[src/rtl/fb_pkg.sv]
// Shared framebuffer geometry, VGA timing constants and pixel type for the
// framebuffer arbiter and its neighbours (vga_controller, colour stage).
package fb_pkg;

  localparam int FB_W       = 160;
  localparam int FB_H       = 120;
  localparam int SCALE_LOG2 = 2;
  localparam int DW         = 8;
  localparam int AW         = 15;

  localparam int H_ACTIVE   = 640;
  localparam int H_MAX      = 800;
  localparam int V_ACTIVE   = 480;
  localparam int V_MAX      = 525;

  typedef struct packed {
    logic [2:0] r;
    logic [2:0] g;
    logic [1:0] b;
  } rgb332_t;

endpackage

[src/rtl/fb_prefetch_addr.sv]
// Looks two pixel clocks ahead of the scan position and derives the display
// read slot, the active-area flag and the framebuffer read address.
module fb_prefetch_addr
  import fb_pkg::*;
#(
  parameter int FB_W       = fb_pkg::FB_W,
  parameter int SCALE_LOG2 = fb_pkg::SCALE_LOG2,
  parameter int AW         = fb_pkg::AW,
  parameter int H_ACTIVE   = fb_pkg::H_ACTIVE,
  parameter int H_MAX      = fb_pkg::H_MAX,
  parameter int V_ACTIVE   = fb_pkg::V_ACTIVE,
  parameter int V_MAX      = fb_pkg::V_MAX
) (
  input  logic [9:0]    x,
  input  logic [9:0]    y,
  output logic          slot,
  output logic          active,
  output logic [AW-1:0] rd_addr
);

  localparam logic [10:0] H_MAX_L = 11'(H_MAX);

  logic [10:0] x_ahead;
  logic [9:0]  px;
  logic [9:0]  py;
  logic [15:0] row;
  logic [15:0] col;
  logic [15:0] row_base;

  assign x_ahead = {1'b0, x} + 11'd2;

  always_comb begin
    px = x_ahead[9:0];
    py = y;
    if (x_ahead >= H_MAX_L) begin
      px = 10'(x_ahead - H_MAX_L);
      py = (y == 10'(V_MAX - 1)) ? 10'd0 : y + 10'd1;
    end
  end

  assign active = (px < 10'(H_ACTIVE)) && (py < 10'(V_ACTIVE));
  assign slot   = active && (px[SCALE_LOG2-1:0] == '0);

  assign row = 16'(py >> SCALE_LOG2);
  assign col = 16'(px >> SCALE_LOG2);

  // Constant row stride built from shifted copies of the row index only.
  always_comb begin
    row_base = '0;
    for (int i = 0; i < 16; i++) begin
      if (FB_W[i]) row_base = row_base + (row << i);
    end
  end

  assign rd_addr = AW'(row_base + col);

endmodule

[src/rtl/fb_arbiter.sv]
// Single-port framebuffer RAM arbiter: VGA scan-out reads take absolute
// priority, the drawing-engine writer gets every remaining cycle.
module fb_arbiter
  import fb_pkg::*;
#(
  parameter int FB_W       = fb_pkg::FB_W,
  parameter int FB_H       = fb_pkg::FB_H,
  parameter int SCALE_LOG2 = fb_pkg::SCALE_LOG2,
  parameter int DW         = fb_pkg::DW,
  parameter int AW         = fb_pkg::AW,
  parameter int H_ACTIVE   = fb_pkg::H_ACTIVE,
  parameter int H_MAX      = fb_pkg::H_MAX,
  parameter int V_ACTIVE   = fb_pkg::V_ACTIVE,
  parameter int V_MAX      = fb_pkg::V_MAX
) (
  input  logic          vga_clk,
  input  logic          rst,
  input  logic [9:0]    x,
  input  logic [9:0]    y,
  input  logic          wr_req,
  input  logic [AW-1:0] wr_addr,
  input  logic [DW-1:0] wr_data,
  output logic          wr_ack,
  output logic          wr_oob,
  output logic          mem_en,
  output logic          mem_we,
  output logic [AW-1:0] mem_addr,
  output logic [DW-1:0] mem_wdata,
  input  logic [DW-1:0] mem_rdata,
  output logic [DW-1:0] pix_data,
  output logic          pix_valid
);

  localparam logic [AW-1:0] FB_SIZE = AW'(FB_W * FB_H);

  logic          slot;
  logic          active;
  logic [AW-1:0] rd_addr;
  logic          rd_go;
  logic          wr_go;
  logic          wr_bad;
  logic          rd_pend;
  logic [1:0]    valid_q;
  logic [DW-1:0] pix_q;

  fb_prefetch_addr #(
    .FB_W       (FB_W),
    .SCALE_LOG2 (SCALE_LOG2),
    .AW         (AW),
    .H_ACTIVE   (H_ACTIVE),
    .H_MAX      (H_MAX),
    .V_ACTIVE   (V_ACTIVE),
    .V_MAX      (V_MAX)
  ) u_prefetch (
    .x       (x),
    .y       (y),
    .slot    (slot),
    .active  (active),
    .rd_addr (rd_addr)
  );

  // Blocking writes in the ack cycle keeps a held request from issuing twice.
  assign rd_go  = rst && slot;
  assign wr_go  = rst && wr_req && !slot && !wr_ack;
  assign wr_bad = wr_addr >= FB_SIZE;

  always_comb begin
    mem_en    = 1'b0;
    mem_we    = 1'b0;
    mem_addr  = '0;
    mem_wdata = '0;
    if (rd_go) begin
      mem_en   = 1'b1;
      mem_addr = rd_addr;
    end else if (wr_go && !wr_bad) begin
      mem_en    = 1'b1;
      mem_we    = 1'b1;
      mem_addr  = wr_addr;
      mem_wdata = wr_data;
    end
  end

  always_ff @(posedge vga_clk or negedge rst) begin
    if (!rst) begin
      wr_ack  <= 1'b0;
      wr_oob  <= 1'b0;
      rd_pend <= 1'b0;
      valid_q <= '0;
      pix_q   <= '0;
    end else begin
      wr_ack  <= wr_go;
      wr_oob  <= wr_oob || (wr_go && wr_bad);
      rd_pend <= rd_go;
      valid_q <= {valid_q[0], active};
      if (rd_pend) pix_q <= mem_rdata;
    end
  end

  assign pix_valid = valid_q[1];
  assign pix_data  = valid_q[1] ? pix_q : '0;

endmodule
[config.mk]
export PLATFORM = sky130hd
export DESIGN_NAME = fb_arbiter
export DESIGN_NICKNAME = d
export VERILOG_FILES = /design/src/rtl/fb_pkg.sv /design/src/rtl/fb_prefetch_addr.sv /design/src/rtl/fb_arbiter.sv
export SDC_FILE = /design/constraint.sdc
export NUM_CORES = 1
export LEC_CHECK = 0
export BUFFER_PORTS_ARGS = -buffer_cell sky130_fd_sc_hd__buf_2
export CAP_MARGIN = 20
export CELL_PAD_IN_SITES_DETAIL_PLACEMENT = 1
export CELL_PAD_IN_SITES_GLOBAL_PLACEMENT = 1
export CORE_MARGIN = 2
export CORE_UTILIZATION = 37
export DETAILED_ROUTE_END_ITERATION = 7
export PLACE_DENSITY_LB_ADDON = 0.1
export SYNTH_ARGS = -nofsm -noshare
export SYNTH_HDL_FRONTEND = slang
export SYNTH_SLANG_ARGS = --single-unit
[constraint.sdc]
create_clock -name vga_clk -period 11.62 [get_ports vga_clk]
set_input_delay 1.162 -clock vga_clk [delete_from_list [all_inputs] [get_ports vga_clk]]
set_output_delay 1.162 -clock vga_clk [all_outputs]
set_load 0.01 [all_outputs]
; Word level (Yosys, flattened, before mapping)
; Index checks and enable logic that the tools add are counted.
[op_classes]
add_sub_neg = 5
n_reduce_logical = 13
eq_ne = 1
magnitude_cmp = 4
mux = 11
[op_table]
columns = cell, n
row1 = two-way mux 10 bit, 3
row2 = two-way mux 15 bit, 2
row3 = two-way mux 8 bit, 3
row4 = adder 13 x 15 -> 15 bit, 1
row5 = adder 15 x 8 -> 15 bit, 1
row6 = ">= comparator 15 bit, second input constant", 1
row7 = "adder 10 x 2 -> 11 bit, second input constant", 1
row8 = ">= comparator 11 x 10 -> 1 bit, second input constant", 1
row9 = "adder 10 x 1 -> 10 bit, second input constant", 1
row10 = "== test 10 bit, second input constant", 1
row11 = "less-than comparator 10 bit, second input constant", 1
row12 = "less-than comparator 10 x 9 -> 1 bit, second input constant", 1
row13 = "subtractor 10 bit, second input constant", 1
row14 = logical AND 1 bit, 8
row15 = zero test 1 bit, 3
row16 = two-way mux 1 bit, 3
row17 = zero test 2 bit, 1
row18 = logical OR 1 bit, 1
[totals]
regBits = 13
inputBits = 54
output_inout_bits = 36

; Longest topological paths before layout
[logic_depth]
ltp_word = 12
mapped_depth = 25
mapped_depth_nobuf = 22

; Hierarchy
; Synthesis repeated with hierarchy kept, for this count alone.
[hier_totals]
cells_unflattened = 239
area_unflattened_um2 = 1956.9
[by_module_without_submodules]
columns = mod, cells_each, instances, area_each_um2, seq_area_each_um2
row1 = fb_prefetch_addr, 143, 1, 1083.5, 0.0
row2 = fb_arbiter, 96, 1, 873.3, 325.3

; Worst setup path after synthesis
; Ideal clock, no wire load.
[synth_timing]
path_type = input to output
from = input x[1]
to = output mem_addr[14]
arrival_time_ns = 5.478
path_slack_ns = 4.980
path_stages = 25
cell_sequence = ha_1 buf_4 and3_1 buf_6 xnor2_2 ha_1 nand3b_1 o311ai_2 o32ai_4 a22oi_2 buf_6 or2_1 nor2_1 xor2_1 ha_1 xor2_1 fa_1 a21o_1 a21oi_1 o21ai_0 o21ai_0 nand2b_1 a21oi_1 xnor2_1 a22o_1
[synth_via]
elab_chain_cells = 12
[synth_rtl]
columns = element, line
row1 = "start, declared", fb_arbiter.sv:18  ; input logic [9:0] x,
row2 = adder 10 x 2 -> 11 bit *, fb_prefetch_addr.sv:30  ; assign x_ahead = {1'b0, x} + 11'd2;
row3 = branches (longest 10 deep; another with adder 13 x 15 -> 15 bit), -
row4 = two-way mux 15 bit *, fb_arbiter.sv:72  ; if (rd_go) begin
row5 = "end, declared", fb_arbiter.sv:27  ; output logic [AW-1:0] mem_addr,
; Mark *: on every way between the ends.

; Worst setup path in the final report
; Ends and elaborated chain as after synthesis.

==> key figures <==
Setup path
  – Slowest cell delay on critical path: 470 ps
  – Cell Chain, Critical Path: buf_2, ha_1, and3_1, xnor2_2, ha_1, nand3b_1, o311ai_2, o32ai_4, a22oi_2, or2_1, nor2_1, xor2_1, ha_1, xor2_1, fa_1, a21o_1, a21oi_1, o21ai_0, o21ai_0, nand2b_1, a21oi_1, xnor2_1, a22o_1, buf_2
  – Crit path max fanout: 11
  – Crit path kind: in2out
  – R2r endpoint: pix_q[4]
  – Nature of the critical path startpoint: input port
  – Worst R2R Start: rd_pend
  – Critical path capture point type: output port
  – Reg2reg path depth: 1
  – Worst Path Arrival: 6190 ps
  – Worst EP required: 10,460 ps
  – Most frequent CP cell: ha_1
  – Reg2Reg Setup Slack: about 11,000 ps
  – Worst path slowest cell: fa_1

Layout
  – N_diodes: 0
  – Fill count: between 600 and 700
  – Utilization after layout: a little under half
  – Nets: between 300 and 400
  – Layout cells sized above 1: 38.59%
  – Multi-input logic area: approximately 0.0015 mm²
  – FF+latch area: around 330 µm²
  – Layout area overhead: 24.71%

Synthesis
  – Area contributors post-synth: dfrtp_1 16%, ha_1 11%, a22o_1 6.2%
  – Asr flop ratio synth: 100.0%
  – Ys flop type: dfrtp_1
  – Net count after synthesis: 289
  – Cells after Synth: 216
  – Ys Warns: 0
  – Yosys top cell by area: dfrtp_1
  – Number of distinct library cells after synthesis: 60
  – Flops & latches, synth: 13
  – Syn_area_per_cell: 9.141 µm²
  – Synth Cell Area: slightly below 0.002 mm²
  – Top-count cell post-synth: ha_1
  – Post-synthesis sequential area ratio: 16.48%
  – Top cell type's share of synthesized area: 16.48%
  – Number of enable flip-flop cells after synthesis: 0
  – Most frequent cells after synthesis: 18 x ha_1, 17 x and2_1, 14 x a22o_1

Routing
  – Via count: 1,926
  – Routed WL per cell: roughly 15 µm
  – DRC: 0
  – Overall routed net length: 5.540 mm
  – Via density: ~5.2
  – Number of DRC markers in iteration 0: between 50 and 60
  – Post-DRT Antenna Nets: 0
  – DR pass1 iterations: 4

Die
  – Die X: 77.05 µm
  – Ports: 90
  – Die height: 77.05 µm
  – Row cnt: 26
  – Starting Density: 38.41%
  – Core footprint: 0.005140 mm²
  – Area of the die: about 0.006 mm²

GRT
  – Number of global-route vias before repair: 1,975
  – Gr usage total: 18.95%
  – Largest net degree at the start of global routing: 24
  – First-pass GRT wire length: 9.384 mm
  – Total gr overflow: 0
  – Initial antenna violation count: 0

STA
  – Final hold slack: 360.0 ps
  – Post-Route Skew: 0.6315 ps
  – Peak Freq: 135.9 MHz
  – Hold Fails Final Rpt: 0
  – Setup TNS: 0 ps
  – Setup ws final: 4264 ps
  – Period Utilization, post-route: a little over three fifths
  – Tmin final: 7356 ps
  – Rel. slew slack: 43.18%
  – Final number of setup-violating endpoints: 0
  – Tightest Pin Transition: 849.6 ps
  – RSZ-0062 raised after global routing: no
  – Fin. max-slew vios: 0

Hold path
  – Hold path start: valid_q[0]
  – Hold path endpoint: valid_q[1]
  – Hold-critical path depth: 0
  – Hold Crit Class: reg2reg

Clocking
  – Post_cts resized: 0
  – Clk buf depth: 2
  – Post-CTS setup buffer count: 0
  – TritonCTS clock tree: built
  – Post-CTS Hold Buffers: 0
  – CTS Root Cell: clkbuf_8
  – CTS clock-pin slew for the worst setup and hold paths: 50 ps
  – Cts bufs inserted: 3
  – Clk Latency, worst-skew pair: 240 ps
  – CTS sink cnt: 13
  – CTS H-tree depth: 1

Placement
  – DP Wirelength: ~4.8 mm
  – Dpl ws: 4234 ps
  – GP Congestion: 0.8017
  – Port Buffers: 89

Pwr
  – Power, Total: just under 0.2 mW
  – Pwr dens: 78.36 mW/mm²
  – VDD IR-drop max: 0.03509 mV
  – Leakage: about 1.2 nW

Flow run
  – Max-cap viol count: 0

Run status
  – Run status: finished, final reports clean
==> metrics by stage <==
step,cells,cell area (µm²)
after floorplan,216,1974
after global routing,368,2462
after CTS,368,2462
after detailed placement,364,2417
after global placement,364,2417
final,368,2462
==> worst max-delay path: cells and delay by family <==
| family | cells | cell delay (ps) |
|---|---|---|
| AOI/OAI and AO/OA | 9 | 1810 |
| adders and majority gates | 4 | 1390 |
| and+or+nand+nor | 5 | 810 |
| xor gates and xnor gates | 4 | 760 |
| buffers and inverters | 2 | 260 |
==> registers in the layout (all words and copies together) (netlist names) <==
signal and count:
wr_ack 1, rd_pend 1, valid_q 2, pix_q 8
wr_oob 1
==> where the power goes <==
group | internal, mW | leakage (nW) | switching, mW
sequential | 0.0543 | 0.158 | 0.00405
combinational | 0.0453 | 1.04 | 0.0497
clock | 0.0242 | 0.0228 | 0.0155
total | 0.124 | 1.22 | 0.0692
==> worst max-delay path by stage <==
stage | depth (start not counted) | slack (ps) | endpoint | startpoint
floorplan | 25 | 4980 | mem_addr[14] | x[1]
global placement | 24 | 4440 | mem_addr[14] | x[1]
detailed placement | 24 | 4230 | mem_addr[14] | x[1]
CTS | 24 | 4230 | mem_addr[14] | x[1]
global route | 24 | 3730 | mem_addr[14] | x[1]
finish | 24 | 4260 | mem_addr[14] | x[1]
==> placed cells by master, fill, tap and decap left out, drive strengths merged, types with 2 or more instances in the layout <==
master and count:
a211oi 2, a21o 4, a21oi 12, a22o 14
and2 17, and3 8, buf 89, clkbuf 4
dfrtp 13, ha 18, inv 2, mux2 8
mux2i 2, nand2 11, nand2b 3, nand3 9
nand3b 2, nand4 3, nor2 9, nor3 2
nor3b 3, o21ai 8, o311ai 2, o31ai 4
or2 2, xnor2 11, xor2 13
==> logic make-up after synthesis <==
kind of cell | share of synthesized area [%]
muxes | 5.577
xor gates and xnor gates | 11.03
adders and majority gates | 12.42
AOI/OAI and AO/OA | 25.41
and+or+nand+nor | 23.89
DFF | 16.48
buffers and inverters | 5.196
==> area by class of cell <==
type,instances,share of cell area (%)
Timing Repair Buffer,89,18.09
Multi-Input combinational cell,189,62.80
Sequential cell,13,13.21
Clock buffer,4,1.829
Inverter,3,0.5081
Tap cell,70,3.557
==> metal layers <==
| metal | share of wire [%] | global-route usage, % | routed length [µm] | vias to the layer above |
|---|---|---|---|---|
| met4 | 1.1 | 3.393 | 63 | 0 |
| met2 | 45 | 31.14 | 2474 | 51 |
| met3 | 4.8 | 2.706 | 265 | 6 |
| li1 | - | - | - | 975 |
| met1 | 49 | 26.66 | 2738 | 894 |
| met5 | 0 | 0 | 0 | - |
Power figures use the tool's default switching activity.
